===== config.mk =====
export PLATFORM = sky130hd
export DESIGN_NAME = counter_run_ctrl
export DESIGN_NICKNAME = d
export VERILOG_FILES = /design/src/rtl/counter_run_pkg.sv /design/src/rtl/counter_run_watchdog.sv /design/src/rtl/counter_run_ctrl.sv
export SDC_FILE = /design/constraint.sdc
export NUM_CORES = 1
export LEC_CHECK = 0
export ABC_AREA = 1
export CAP_MARGIN = 40
export CORE_MARGIN = 2
export CORE_UTILIZATION = 30
export CTS_CLUSTER_DIAMETER = 40
export DETAILED_ROUTE_END_ITERATION = 10
export PLACE_DENSITY = 0.55
export SLEW_MARGIN = 10
export SYNTH_ARGS = -nofsm -noshare
export SYNTH_HDL_FRONTEND = slang
export SYNTH_HIERARCHICAL = 1
export SYNTH_SLANG_ARGS = --single-unit

===== constraint.sdc =====
create_clock -name clock -period 3.9 [get_ports clock]
set_input_delay 0.975 -clock clock [delete_from_list [all_inputs] [get_ports clock]]
set_output_delay 0.975 -clock clock [all_outputs]
set_load 0.05 [all_outputs]

===== src/rtl/counter_run_pkg.sv =====
// Shared types and default widths for the counter run controller.
package counter_run_pkg;

  localparam int WIDTH_DEF = 8;
  localparam int CYC_W_DEF = 16;

  typedef enum logic [2:0] {
    IDLE,
    LOAD,
    RUN,
    SETTLE,
    DONE
  } state_t;

endpackage


===== src/rtl/counter_run_watchdog.sv =====
// Saturating stall counter: counts stall cycles since the last clear and
// raises fire during the stall cycle that brings the count up to TIMEOUT.
module counter_run_watchdog #(
  parameter int TIMEOUT = 1024
) (
  input  logic clock,
  input  logic reset,
  input  logic clear,
  input  logic stall,
  output logic fire
);

  localparam int CW = $clog2(TIMEOUT + 1);

  logic [CW-1:0] count;

  assign fire = stall && (count == CW'(TIMEOUT - 1));

  always_ff @(posedge clock or negedge reset) begin
    if (!reset) begin
      count <= '0;
    end else if (clear) begin
      count <= '0;
    end else if (stall && (count != CW'(TIMEOUT))) begin
      count <= count + 1'b1;
    end
  end

endmodule


===== src/rtl/counter_run_ctrl.sv =====
// Run sequencer for the counter datapath: load, enable for N cycles, capture.
// Optional done-stall watchdog enabled by `define COUNTER_RUN_CTRL_TIMEOUT_EN.
module counter_run_ctrl
  import counter_run_pkg::*;
#(
  parameter int WIDTH   = WIDTH_DEF,
  parameter int CYC_W   = CYC_W_DEF,
  parameter int TIMEOUT = 1024
) (
  input  logic             clock,
  input  logic             reset,
  input  logic             start_valid,
  output logic             start_ready,
  input  logic [WIDTH-1:0] cfg_load,
  input  logic [CYC_W-1:0] cfg_cycles,
  input  logic             abort,
  output logic             cnt_load,
  output logic [WIDTH-1:0] cnt_load_val,
  output logic             cnt_en,
  input  logic [WIDTH-1:0] cnt_value,
  output logic             done_valid,
  input  logic             done_ready,
  output logic [WIDTH-1:0] done_value,
  output logic             done_wrapped,
  output logic             busy
`ifdef COUNTER_RUN_CTRL_TIMEOUT_EN
  ,
  output logic             timeout
`endif
);

  if (TIMEOUT < 1) begin : g_timeout_check
    $error("counter_run_ctrl: TIMEOUT must be at least 1");
  end

  state_t           state;
  logic [CYC_W-1:0] remaining;
  logic [WIDTH-1:0] load_val;
  logic             wrap;
  logic             stall_fire;

`ifdef COUNTER_RUN_CTRL_TIMEOUT_EN
  counter_run_watchdog #(
    .TIMEOUT(TIMEOUT)
  ) u_watchdog (
    .clock(clock),
    .reset(reset),
    .clear(state == SETTLE),
    .stall((state == DONE) && !done_ready),
    .fire (stall_fire)
  );

  always_ff @(posedge clock or negedge reset) begin
    if (!reset) timeout <= 1'b0;
    else        timeout <= stall_fire;
  end
`else
  assign stall_fire = 1'b0;
`endif

  // Abort gates the strobes directly so the counter stops in the abort cycle.
  assign start_ready  = (state == IDLE);
  assign busy         = (state != IDLE);
  assign cnt_load     = (state == LOAD) && !abort;
  assign cnt_en       = (state == RUN) && !abort;
  assign cnt_load_val = load_val;
  assign done_valid   = (state == DONE);

  // NOTE: all state here is plain flops updated with <=, so every branch
  // reads pre-edge values; there is no memory array, so everything is reset.
  always_ff @(posedge clock or negedge reset) begin
    if (!reset) begin
      state        <= IDLE;
      remaining    <= '0;
      load_val     <= '0;
      wrap         <= 1'b0;
      done_value   <= '0;
      done_wrapped <= 1'b0;
    end else begin
      case (state)
        IDLE: begin
          if (start_valid) begin
            load_val  <= cfg_load;
            remaining <= cfg_cycles;
            wrap      <= 1'b0;
            state     <= LOAD;
          end
        end
        LOAD: begin
          if (abort)                  state <= IDLE;
          else if (remaining == '0)   state <= SETTLE;
          else                        state <= RUN;
        end
        RUN: begin
          if (abort) begin
            state <= IDLE;
          end else begin
            remaining <= remaining - 1'b1;
            if (cnt_value == '1)                wrap  <= 1'b1;
            if (remaining == CYC_W'(1))         state <= SETTLE;
          end
        end
        SETTLE: begin
          if (abort) begin
            state <= IDLE;
          end else begin
            // The counter's last enabled increment is visible one cycle late.
            done_value   <= cnt_value;
            done_wrapped <= wrap;
            state        <= DONE;
          end
        end
        DONE: begin
          if (done_ready || stall_fire) state <= IDLE;
        end
        default: state <= IDLE;
      endcase
    end
  end

endmodule

# [Yosys cells after proc, flatten, opt, wreduce, memory -nomap -nowiden]
# Index checks and enable logic that the tools add are counted.
[word_totals] elab_cells=46 in_bits=37 ff_bits=37 out_inout_bits=22
[op_classes] add_sub_neg=1 muxes=15 bitwise=1 eq_ne=11 reduce_logical=12
[ops] op="$mux W16" count=2
[ops] op="$pmux W16 S2" count=1
[ops] op="$eq A16 B1 Y1 const B" count=1
[ops] op="$logic_not A16 Y1" count=1
[ops] op="$sub A16 B1 Y16 const B" count=1
[ops] op="$mux W3" count=5
[ops] op="$pmux W3 S5" count=1
[ops] op="$eq A8 B8 Y1 const B" count=1
[ops] op="$eq A3 B2 Y1 const B" count=2
[ops] op="$reduce_and A3 Y1" count=2
[ops] op="$mux W1" count=4
[ops] op="$ne A2 B1 Y1 const B" count=2
[ops] op="$ne A2 B2 Y1 const B" count=2
[ops] op="$reduce_and A2 Y1" count=2
[ops] op="$reduce_and A4 Y1" count=1
[ops] op="$eq A3 B1 Y1 const B" count=1
[ops] op="$eq A3 B3 Y1 const B" count=1
[ops] op="$logic_not A3 Y1" count=1
[ops] op="$ne A3 B2 Y1 const B" count=1
[ops] op="$reduce_bool A3 Y1" count=1
[ops] op="$logic_and A1 B1 Y1" count=2
[ops] op="$mux W2" count=1
[ops] op="$pmux W1 S2" count=1
[ops] op="$reduce_bool A2 Y1" count=1
[ops] op="2 further kinds" count=2

# [Logic depth before layout (Yosys ltp)]
[depth] word_depth=4 depth_mapped=10 ltp_nobuf=9

# [Worst setup path before layout]
# Ideal clock, no wire load.
[synth_path] path_kind="input -> output" start="in abort" end="out cnt_en" n_path_buf=0 t_arrival_ns=1.676 cell_stages=1 path_slack_ns=1.249 t_required_ns=2.925 path_cell_list="nor2_1"
[synth_between] elab_chain_cells=2
[synth_rtl] element="from (decl)" line="counter_run_ctrl.sv:16" source="input logic abort,"
[synth_rtl] element="$logic_not A1 Y1" line="counter_run_ctrl.sv:65" source="assign cnt_en = (state == RUN) && !abort;"
[synth_rtl] element="$logic_and A1 B1 Y1" line="counter_run_ctrl.sv:65"
[synth_rtl] element="to (decl)" line="counter_run_ctrl.sv:19" source="output logic cnt_en,"
# No other way between the ends.

# [Worst setup path after layout]
# Same ends and word-level chain as after synthesis.

==> out/results.txt <==
status = complete, no violations
first-pass GRT wire length = 9170 um
Synth top area share = 42.5%
Reg clk slew, reported paths = 80 ps
Setup TNS = 0 ps
Net Count, Synth = 332
IR drop worst, VDD = 0.000686 V
cell taking the most area after synthesis = dfrtp_1
clock skew = 2.87 ps
H-tree levels = 2
die area = 7970 um2
fraction of layout cells with a size suffix above 1 = 8.19%
count of final hold-check violations = 0
launching element type of the critical path = input pin
Congestion Overflow GR = 0
Final ANT Viol Nets = 0
cell count after synthesis = 293
WL per Instance = 11.5 um
Crit Path Category = input pin to output pin
Initial Utilization = 30.6%
Root Driver = clkbuf_8
Tmin final = 3410 ps
hold depth = 2
crit-path max cell delay = 830 ps
multi-input logic area = 1080 um2
Worst path slowest cell = clkdlybuf4s50_1
Core ar. = 7140 um2
worst path buffer plus inverter count = 2
Avg Synthesized Cell Area = 7.44 um2
TritonCTS clock tree = built
drt total wl = 5230 um
cells along the critical path = clkdlybuf4s50_1, nor2_1, clkdlybuf4s50_1
Post-Syn Area = 2180 um2
initial antenna violation count = 0
# nets final = 392
Crit path arrival time = 2440 ps
die width = 89.3 um
Resize count post-CTS = 0
Synth cell types = 28
Die Height = 89.3 um
most frequent CP cell = clkdlybuf4s50_1
Tightest Pin Transition = 515 ps
antenna diode count = 0
Worst Hold Endpoint = cnt_load_val[6]$_DFFE_PN0P_
Final setup viols = 0
Layout fillers = 774
RSZ-0062 raised after global routing = no
Post-DP HPWL = 3890 um
R2R Setup Slk = 2360 ps
FF-to-FF Start = remaining[0]$_DFFE_PN0P_
Area Overhead vs Synth = 36.1%
#FFs+latches synth = 37
register area share after synthesis = 42.5%
Rows = 31
DR pass1 iterations = 4
pin count of the biggest net entering global routing = 21
Cell Count, Final, Fillers Out = 453
Final Cycle Share = 87.5%
YS warnings = 6
HP Start = cnt_load_val[6]$_DFFE_PN0P_
Hold WC Path Type = register to register
worst rel slew slack = 65.6%
Worst EP required = 2920 ps
Max Slew Vio Count = 0
clock buffers created by TritonCTS = 5
Register Area = 926 um2
Ports = 59
CP Capture Type = output pin
vias per inst = 4.39
Critical Path Fanout Max = 3
most common library cell in the layout ignoring fill and taps = nand2_1
clk sink count = 37
total track usage = 14.7%
vias = 1990
post-layout util = 41.6%
Max-cap violations = 0
setup bufs post-CTS = 0
number of remaining DRC errors = 0
Worst-Skew Late Latency = 290 ps
Power Dens Cells = 858 nW/um2
ranking of synthesized cells by area = dfrtp_1, nand2_1, nor2_1
max frequency = 0.293 GHz
number of port buffers = 58
vias in the first global route = 2031
P_leak = 0.00143 uW
routability cong. = 0.783
most frequent cells in the layout = nand2_1, clkdlybuf4s50_1, nor2_1
placed cells = 445
# hold bufs at CTS = 0
Initial DRC Count = 88
CTS max path bufs = 2
Reg2Reg Depth = 9
delay-heaviest family, CP = buffers and inverters
capturing point of the worst reg2reg path = remaining[14]$_DFFE_PN0P_
[layer usage]
metal	share of wire [%]	GRT usage (%)	up-vias
li1	-	-	1031
met1	45	18.3	898
met2	46	24.3	54
met3	8.4	5.63	7
met4	0.88	3.26	0
met5	0	0	-
[cell families (layout without fill, tap and decap cells)]
kind of cell	after synthesis	count (layout)	share of synthesized area [%]
AO/OA/AOI/OAI	24	24	5.97
adder cells (fa/ha/maj)	2	2	1.15
buffers and inverters	38	99	8.15
flip-flops	37	37	42.5
multiplexers	8	8	4.13
AND/OR/NAND/NOR	184	184	38.2
[where the power goes]
part           leakage (uW)  internal (uW)  switching, uW
logic              0.000911            488            985
registers          0.000459            567            147
clock network     0.0000574            208            151
total               0.00143           1260           1280
[worst min-delay path: stages (launching register included)]
cell and delay (ps):
dfrtp_1 350, nand2_1 50, nand2_1 50
[stage by stage]
| stage | hold slack, ps | instance area (um2) | setup WS, ps | total power, uW |
|---|---|---|---|---|
| finish | 480 | 2970 | 489 | 2550 |
| global route | 508 | 2970 | 448 | 2770 |
| CTS | 487 | 2970 | 481 | 2580 |
| detailed placement | 462 | 2850 | 480 | 2210 |
| global placement | 454 | 2820 | 503 | 2190 |
| floorplan | 465 | 2180 | 1250 | 1810 |
[cell type report]
| cell class | instances | share of cell area, % |
|---|---|---|
| clock inverters | 2 | 1.26 |
| inverters | 32 | 4.05 |
| flip-flops and latches | 37 | 31.2 |
| repair buffers | 59 | 20.2 |
| clock buffers | 6 | 2.78 |
| well taps | 99 | 4.17 |
| multi-input cells | 218 | 36.3 |
[cell usage after synthesis, drive strengths merged]
library cell  number
a21oi              4
and3               1
buf                6
dfrtp             37
ha                 2
inv               32
mux2               8
nand2            105
nand3             21
nand3b             1
nand4              3
nor2              45
o211ai             1
o21ai             19
or2                8
[sequential cells by signal, summed over array words and instances (netlist names)]
register	count
done_wrapped	1
state	3
done_value	8
remaining	16
cnt_load_val	8
wrap	1
[how the worst max path moves through the flow]
stage	from	end	depth (start not counted)
finish	abort	cnt_en	3
global route	abort	cnt_en	3
CTS	abort	cnt_en	3
detailed placement	abort	cnt_en	3
global placement	abort	cnt_en	3
floorplan	abort	cnt_en	1
(Power assumes the default switching activity.)
